### config.mk
export PLATFORM = sky130hd
export DESIGN_NAME = panel_switch_conditioner
export DESIGN_NICKNAME = d
export VERILOG_FILES = /design/src/rtl/panel_switch_conditioner.sv
export SDC_FILE = /design/constraint.sdc
export NUM_CORES = 1
export LEC_CHECK = 0
export ABC_AREA = 0
export ABC_CLOCK_PERIOD_IN_PS = 2100
export CAP_MARGIN = 20
export CORE_MARGIN = 2
export CORE_UTILIZATION = 40
export CTS_CLUSTER_DIAMETER = 100
export DETAILED_ROUTE_END_ITERATION = 16
export GPL_ROUTABILITY_DRIVEN = 0
export GPL_TIMING_DRIVEN = 1
export SYNTH_ARGS = -nofsm -noshare
export SYNTH_HDL_FRONTEND = slang
export SYNTH_SLANG_ARGS = --single-unit
### constraint.sdc
create_clock -name clk -period 2.1 [get_ports clk]
set_clock_uncertainty 0.1 [all_clocks]
set_input_delay 0.42 -clock clk [delete_from_list [all_inputs] [get_ports clk]]
set_output_delay 0.42 -clock clk [all_outputs]
set_load 0.05 [all_outputs]
### src/rtl/panel_switch_conditioner.sv
// Front-panel switch conditioner: per-bit debounce of the scanned switch matrix,
// stable toggle outputs and run-interlocked, prioritised one-cycle command pulses.
module panel_switch_conditioner #(
    parameter int DEBOUNCE_SAMPLES = 4
) (
    input  logic        clk,
    input  logic        rst_n,
    input  logic        scan_valid,
    input  logic [1:0]  scan_row,
    input  logic [11:0] scan_col,
    input  logic        run,
    output logic [11:0] sr,
    output logic [2:0]  dfsr,
    output logic [2:0]  ifsr,
    output logic        sing_step,
    output logic        sing_inst,
    output logic        start,
    output logic        load_addr,
    output logic        dep,
    output logic        exam,
    output logic        cont,
    output logic        stop
);

    logic [11:0] r0_s_q, r0_s_d;
    logic [11:0] r1_s_q, r1_s_d;
    logic [1:0]  r2_s_q, r2_s_d;
    logic [3:0]  r0_c_q [12];
    logic [3:0]  r0_c_d [12];
    logic [3:0]  r1_c_q [12];
    logic [3:0]  r1_c_d [12];
    logic [3:0]  r2_c_q [2];
    logic [3:0]  r2_c_d [2];
    logic [5:0]  cmd_q, cmd_d;
    logic [5:0]  press;

    // Returns {new stable value, new agreement count} for one switch bit.
    function automatic logic [4:0] debounce(input logic s, input logic smp, input logic [3:0] c);
        if (smp == s) begin
            return {s, 4'd0};
        end else if (int'(c) + 1 >= DEBOUNCE_SAMPLES) begin
            return {smp, 4'd0};
        end else begin
            return {s, c + 4'd1};
        end
    endfunction

    always_comb begin
        r0_s_d = r0_s_q;
        r1_s_d = r1_s_q;
        r2_s_d = r2_s_q;
        r0_c_d = r0_c_q;
        r1_c_d = r1_c_q;
        r2_c_d = r2_c_q;
        if (scan_valid) begin
            case (scan_row)
                2'd0: begin
                    for (int i = 0; i < 12; i++) begin
                        {r0_s_d[i], r0_c_d[i]} = debounce(r0_s_q[i], scan_col[i], r0_c_q[i]);
                    end
                end
                2'd1: begin
                    for (int i = 0; i < 12; i++) begin
                        {r1_s_d[i], r1_c_d[i]} = debounce(r1_s_q[i], scan_col[i], r1_c_q[i]);
                    end
                end
                2'd2: begin
                    for (int i = 0; i < 2; i++) begin
                        {r2_s_d[i], r2_c_d[i]} = debounce(r2_s_q[i], scan_col[10+i], r2_c_q[i]);
                    end
                end
                default: ;
            endcase
        end

        // Key bits 5..0 are start, load_addr, dep, exam, cont, stop; only stop bypasses run.
        press = r1_s_d[5:0] & ~r1_s_q[5:0];
        if (run) begin
            press = press & 6'b000001;
        end

        cmd_d = 6'd0;
        if (press[0])      cmd_d[0] = 1'b1;
        else if (press[5]) cmd_d[5] = 1'b1;
        else if (press[1]) cmd_d[1] = 1'b1;
        else if (press[4]) cmd_d[4] = 1'b1;
        else if (press[3]) cmd_d[3] = 1'b1;
        else if (press[2]) cmd_d[2] = 1'b1;
    end

    always_ff @(posedge clk or negedge rst_n) begin
        if (!rst_n) begin
            r0_s_q <= '0;
            r1_s_q <= '0;
            r2_s_q <= '0;
            cmd_q  <= '0;
            for (int i = 0; i < 12; i++) begin
                r0_c_q[i] <= '0;
                r1_c_q[i] <= '0;
            end
            for (int i = 0; i < 2; i++) begin
                r2_c_q[i] <= '0;
            end
        end else begin
            r0_s_q <= r0_s_d;
            r1_s_q <= r1_s_d;
            r2_s_q <= r2_s_d;
            cmd_q  <= cmd_d;
            r0_c_q <= r0_c_d;
            r1_c_q <= r1_c_d;
            r2_c_q <= r2_c_d;
        end
    end

    assign sr        = r0_s_q;
    assign dfsr      = r1_s_q[11:9];
    assign ifsr      = r1_s_q[8:6];
    assign sing_step = r2_s_q[1];
    assign sing_inst = r2_s_q[0];
    assign start     = cmd_q[5];
    assign load_addr = cmd_q[4];
    assign dep       = cmd_q[3];
    assign exam      = cmd_q[2];
    assign cont      = cmd_q[1];
    assign stop      = cmd_q[0];

endmodule
== After elaboration in Yosys (flattened, before gate mapping) ==
Cells that the tools add are included.

* Bits of input ports: 18
* Flip-flop bits (word level): 136
* Output and inout port bits: 26

* Magnitude comparators: 26
* Bitwise logic cells: 22
* Multiplexer cells: 66
* Reductions and logical operators: 24
* Eq/ne operators: 28
* Add/sub/neg operators: 52

{| class="wikitable"
|+ Operators with widths
! cell !! number
|-
| 4-bit 2-to-1 mux || 41
|-
| 4-bit by 1-bit adder with 5-bit output, second input constant || 26
|-
| 5-bit by 3-bit greater-or-equal comparator with 1-bit output, second input constant || 26
|-
| 4-bit by 1-bit adder with 4-bit output, second input constant || 26
|-
| 4-bit AND reduction || 20
|-
| 5-bit 2-to-1 mux || 13
|-
| 1-bit == test || 26
|-
| 1-bit NOT || 20
|-
| 6-bit 2-to-1 mux || 3
|-
| 1-bit 2-to-1 mux || 7
|-
| 6-bit AND || 1
|-
| 6-bit NOT || 1
|-
| 2-bit AND reduction || 3
|-
| 3-bit 2-to-1 mux || 1
|-
| 2-bit by 1-bit == test with 1-bit output, second input constant || 1
|-
| 2-bit == test, second input constant || 1
|-
| 2-bit zero test || 1
|-
| 2-bit 2-to-1 mux || 1
|}

== Longest topological paths before layout ==
* Depth after elaboration: 14
* Mapped depth: 6
* Gate-level depth less buffers: 5

== Worst setup path before layout ==
OpenSTA, ideal clock, no wires.

* Kind: reg2reg
* Start point: reg r1_c_q[24] (netlist name)
* End point: reg cmd_q[2]
* Cell stages (with the launch flop): 6
* Path buffers: 0
* Required time: 1.904 ns
* Path slack: 0.472 ns
* Period minus slack after synthesis: 1.628 ns
* Setup time: 0.096 ns
* Arrival time: 1.432 ns
* Path through: dfrtp_1 -> ha_1 -> or3_1 -> o311ai_2 -> o2111ai_2 -> nor4_2

* Cells in the longest elaborated chain, start to end: 10

{| class="wikitable"
|+ Ends and longest elaborated chain
! element !! line !! source
|-
| start, declared || 30 || <nowiki>logic [3:0] r1_c_q [12];</nowiki>
|-
| start signal, assigned || 110 || <nowiki>r1_c_q <= r1_c_d;</nowiki>
|-
| 4-bit by 1-bit adder with 5-bit output || 41 || <nowiki>end else if (int'(c) + 1 >= DEBOUNCE_SAMPLES) begin</nowiki>
|-
| 5-bit by 3-bit greater-or-equal comparator with 1-bit output || 41 ||
|-
| 5-bit 2-to-1 mux || 41 ||
|-
| 5-bit 2-to-1 mux || 39 || <nowiki>if (smp == s) begin</nowiki>
|-
| 6-bit 2-to-1 mux || 56 || <nowiki>case (scan_row)</nowiki>
|-
| 6-bit 2-to-1 mux || 55 || <nowiki>if (scan_valid) begin</nowiki>
|-
| 6-bit AND || 77 || <nowiki>press = r1_s_d[5:0] & ~r1_s_q[5:0];</nowiki>
|-
| 6-bit 2-to-1 mux || 78 || <nowiki>if (run) begin</nowiki>
|-
| 4-bit 2-to-1 mux || 84 || <nowiki>else if (press[5]) cmd_d[5] = 1'b1;</nowiki>
|-
| 5-bit 2-to-1 mux || 83 || <nowiki>if (press[0]) cmd_d[0] = 1'b1;</nowiki>
|-
| via cmd_d[2] || 34 || <nowiki>logic [5:0] cmd_q, cmd_d;</nowiki>
|-
| end signal, assigned || 108 || <nowiki>cmd_q <= cmd_d;</nowiki>
|-
| end, declared || 34 ||
|}

The timed path passes the listed nets, and every way through them passes these cells.
A chain may end at the register's enable or synchronous reset.

== Worst setup path after layout ==
* Start point: reg cmd_q[4]
* End point: out load_addr

{| class="wikitable"
|+ RTL lines
! element !! line !! source
|-
| end, declared || 18 || <nowiki>output logic load_addr,</nowiki>
|}

No word-level cell between the ends.

==> summary.txt <==
Clock tree
  • Clock root cell: sky130_fd_sc_hd__clkbuf_16
  • Clock-pin slew of the registers on the worst-case setup and hold paths: 0.06 ns
  • TritonCTS clock tree: built
  • Clock latency at the later pin of the worst-skew pair: 0.42 ns
  • H-Tree Depth: 4
  • Sinks on Clock Net: 136
  • Number of buffers created by CTS: 17
  • Max Root-Sink Buffers: 2
  • Post-CTS setup buffer count: 0

Die
  • Initial Util: 40.83%
  • Count of standard-cell rows: 47
  • Count of boundary I/O pins: 44
  • DIE HEIGHT: 133.9 um
  • Core Region: 16520 um^2
  • Die area: 17920 um^2
  • Chip width: 133.9 um

Layout
  • Area growth from synthesis to layout: 20.67%
  • Final design instance area without fill: 8143 um^2
  • Ant. Diodes: 0
  • Proportion of layout cells with a drive suffix above 1: 15.90%
  • Net count of the finished layout: 755
  • Leading cell types in the layout, fill and taps excluded: 136 x sky130_fd_sc_hd__dfrtp_1, 69 x sky130_fd_sc_hd__nand2_1, 61 x sky130_fd_sc_hd__and2_1, 52 x sky130_fd_sc_hd__ha_1, 35 x sky130_fd_sc_hd__nor2_1
  • Post-Route Utilization: 49.28%
  • Most frequent standard cell in the layout excluding fill and tap cells: sky130_fd_sc_hd__dfrtp_1

Critical path
  • Max FO, Critical Path: 1
  • Depth of the worst register-to-register path: 4
  • Critical path startpoint category: flop
  • Worst setup path startpoint: cmd_q[4]$_DFF_PN0_
  • Required time of the critical path: 1.58 ns
  • Type of element capturing the critical path: primary output
  • Worst Path Class, Setup: flop to primary output
  • Largest delay contributor family on the critical path: buffers and inverters
  • Total buffers and inverters traversed by the critical path: 1
  • CP Depth: 1
  • Data arrival time of the critical path: 1.52 ns
  • Max stage delay on crit path: 0.79 ns
  • Launch point of the worst reg-to-reg path: r1_c_q[44]$_DFFE_PN0P_
  • Critical Path, Cell by Cell: clkdlybuf4s50_1
  • Slowest CP cell: sky130_fd_sc_hd__clkdlybuf4s50_1

Logic synthesis
  • Largest cells by area after synthesis: sky130_fd_sc_hd__dfrtp_1 50%, sky130_fd_sc_hd__ha_1 9.6%, sky130_fd_sc_hd__and2_1 5.7%
  • Count of flip-flops with a built-in enable after synthesis: 0
  • Proportion of register bits with asynchronous set or reset after synthesis: 100.0%
  • Mapped Cells: 625
  • Sequential share of the synthesized area: 50.44%
  • Library cells used by synthesis: 47
  • Post-Syn Area: 6748 um^2
  • Area share of the largest cell type after synthesis: 50.44%
  • Dominant synthesized flop cell: sky130_fd_sc_hd__dfrtp_1
  • Ys Warns: 0
  • Mean area per synthesized cell: 10.80 um^2
  • Post-synthesis net count: 695
  • Number of synthesized register bits: 136
  • Top cell type by total area after synthesis: sky130_fd_sc_hd__dfrtp_1

Timing
  • Post-route fraction of the period consumed by the critical path: 97.34%
  • Max Transition Viols Final: 0
  • Transition time at the pin with the least slew margin: 0.5085 ns
  • Fmax achieved: 489.2 MHz
  • Hold Fails Final Rpt: 0
  • Headroom to the max-slew limit: 66.05%
  • Unrepaired setup endpoints after global routing: false
  • Post-route minimum period: 2.044 ns
  • Finish-stage setup viols: 0

GRT
  • Antenna violations before repair: 0
  • First-pass GRT wire length: 22.49 mm
  • Vias in the first global route: 4703
  • Global-route usage over all layers: 15.96%
  • Remaining global-route overflow: 0
  • Pin count of the biggest net entering global routing: 42

Detailed routing
  • DR pass1 iterations: 5
  • Post-detailed-route DRC marker count: 0
  • Antenna Nets Post-Route: 0
  • First-iteration detailed-routing DRC count: 204
  • Vias/cell: 4.914
  • Final wirelength: 13.04 mm
  • Wire per inst: 14.21 um
  • Via Count: 4511

Placement
  • Count of port buffers added during placement: 43
  • Total cell area at the placement stage: 7483 um^2
  • DPL Wire Length: 9.009 mm

Pwr
  • Final Power: 8953 uW
  • Total leakage power: 0.004031 uW
  • Power density relative to cell area: 1099 nW/um^2
  • Worst vdd ir: 857.1 uV

Run status
  • Outcome: completed

Job
  • Number of violations of the max-capacitance limit: 0

Min path
  • Worst Hold Class: input pin to asynchronous set/reset pin
[through the flow]
| step | setup slack, ns | std cells | hold WS (ns) | TNS, ns |
|---|---|---|---|---|
| 5_1_grt | 0.005597 | 918 | 0.4092 | 0 |
| 3_3_place_gp | -0.08654 | 885 | 0.2728 | -1.060 |
| 3_5_place_dp | -0.1065 | 885 | 0.2750 | -3.360 |
| 4_1_cts | 0.005608 | 918 | 0.4002 | 0 |
| 2_1_floorplan | 0.4723 | 625 | 0.02441 | 0 |
| 6_report | 0.05593 | 918 | 0.3944 | 0 |
[power by group]
part | total, uW | internal (uW) | leakage, uW | switching [uW]
logic | 2030 | 915 | 0.00187 | 1110
clock network | 3250 | 2120 | 0.000315 | 1130
registers | 3670 | 3120 | 0.00184 | 548
[layout make-up]
| cell class | count | area (um^2) |
|---|---|---|
| inverters | 2 | 7.507 |
| clock buffers | 18 | 439.2 |
| repair buffers | 66 | 633.1 |
| fillers | 1488 | 8382 |
| flip-flops and latches | 136 | 3403 |
| well taps | 220 | 275.3 |
| clock inverters | 14 | 203.9 |
| multi-input cells | 462 | 3181 |
[path summary, 6_finish.rpt]
path | end | slack, ns
setup / recovery | load_addr | 0.06
hold reg to reg | r1_c_q[23]$_DFFE_PN0P_ | 0.40
min in group clk | r1_c_q[23]$_DFFE_PN0P_ | 0.40
setup reg to reg | cmd_q[4]$_DFF_PN0_ | 0.31
hold / removal | r2_c_q[0]$_DFFE_PN0P_ | 0.39
max in group asynchronous | r0_c_q[26]$_DFFE_PN0P_ | 0.91
[synthesized netlist by cell type (2+ instances only)]
master and instances:
sky130_fd_sc_hd__nand2_1 69, sky130_fd_sc_hd__o21ai_1 30, sky130_fd_sc_hd__a21boi_0 17, sky130_fd_sc_hd__a31o_1 3
sky130_fd_sc_hd__nand2b_1 20, sky130_fd_sc_hd__o21ai_0 31, sky130_fd_sc_hd__nor3b_1 3, sky130_fd_sc_hd__or3_1 17
sky130_fd_sc_hd__a21oi_1 24, sky130_fd_sc_hd__buf_4 10, sky130_fd_sc_hd__a31o_2 4, sky130_fd_sc_hd__nor2_1 35
sky130_fd_sc_hd__ha_1 52, sky130_fd_sc_hd__a211oi_1 2, sky130_fd_sc_hd__buf_2 7, sky130_fd_sc_hd__inv_1 2
sky130_fd_sc_hd__dfrtp_1 136, sky130_fd_sc_hd__a21bo_2 7, sky130_fd_sc_hd__a22o_1 2, sky130_fd_sc_hd__and3b_1 2
sky130_fd_sc_hd__and2_1 61, sky130_fd_sc_hd__xnor2_1 23, sky130_fd_sc_hd__nor3_1 10, sky130_fd_sc_hd__buf_6 2
sky130_fd_sc_hd__xor2_1 3, sky130_fd_sc_hd__mux2_1 7, sky130_fd_sc_hd__clkbuf_1 5, sky130_fd_sc_hd__mux2_2 20
sky130_fd_sc_hd__nor2b_1 2, sky130_fd_sc_hd__nand3b_1 2
[registers in the layout, summed over array words and instances (netlist names)]
register,count
cmd_q,6
r0_c_q,48
r1_c_q,48
r1_s_q,12
r2_c_q,8
r2_s_q,2
sr,12
[per-layer routing]
layer | vias up | routed length [um] | track usage, % | share of wire (%)
met1 | 2200 | 5798 | 18.89 | 44
met5 | - | 0 | 0 | 0
li1 | 2226 | - | - | -
met3 | 13 | 455 | 4.762 | 3.5
met4 | 0 | 195 | 5.378 | 1.5
met2 | 72 | 6595 | 27.72 | 51
[worst register-to-register path: stages (launching register included)]
cell and delay (ns):
sky130_fd_sc_hd__dfrtp_1 0.42, sky130_fd_sc_hd__ha_1 0.25, sky130_fd_sc_hd__a211oi_2 0.41, sky130_fd_sc_hd__o2111ai_2 0.21, sky130_fd_sc_hd__a211oi_1 0.28
[logic make-up after synthesis]
group	Yosys count	share of synthesized area (%)
buf+inv	27	2.429
mux	27	4.506
compound gates	129	12.03
flops	136	50.44
fa+ha+maj	52	9.642
simple gates	228	17.58
xor+xnor	26	3.375
[repair_timing]
action | 4_1_cts | 5_1_grt
gates cloned | 0 | 0
gates resized for setup | 3 | 4
setup endpoints to repair | 3 | 4
endpoints found under the hold margin | 37 | 0
hold buffers | 1 | 0
No activity file was read; power rests on OpenSTA's default activity.
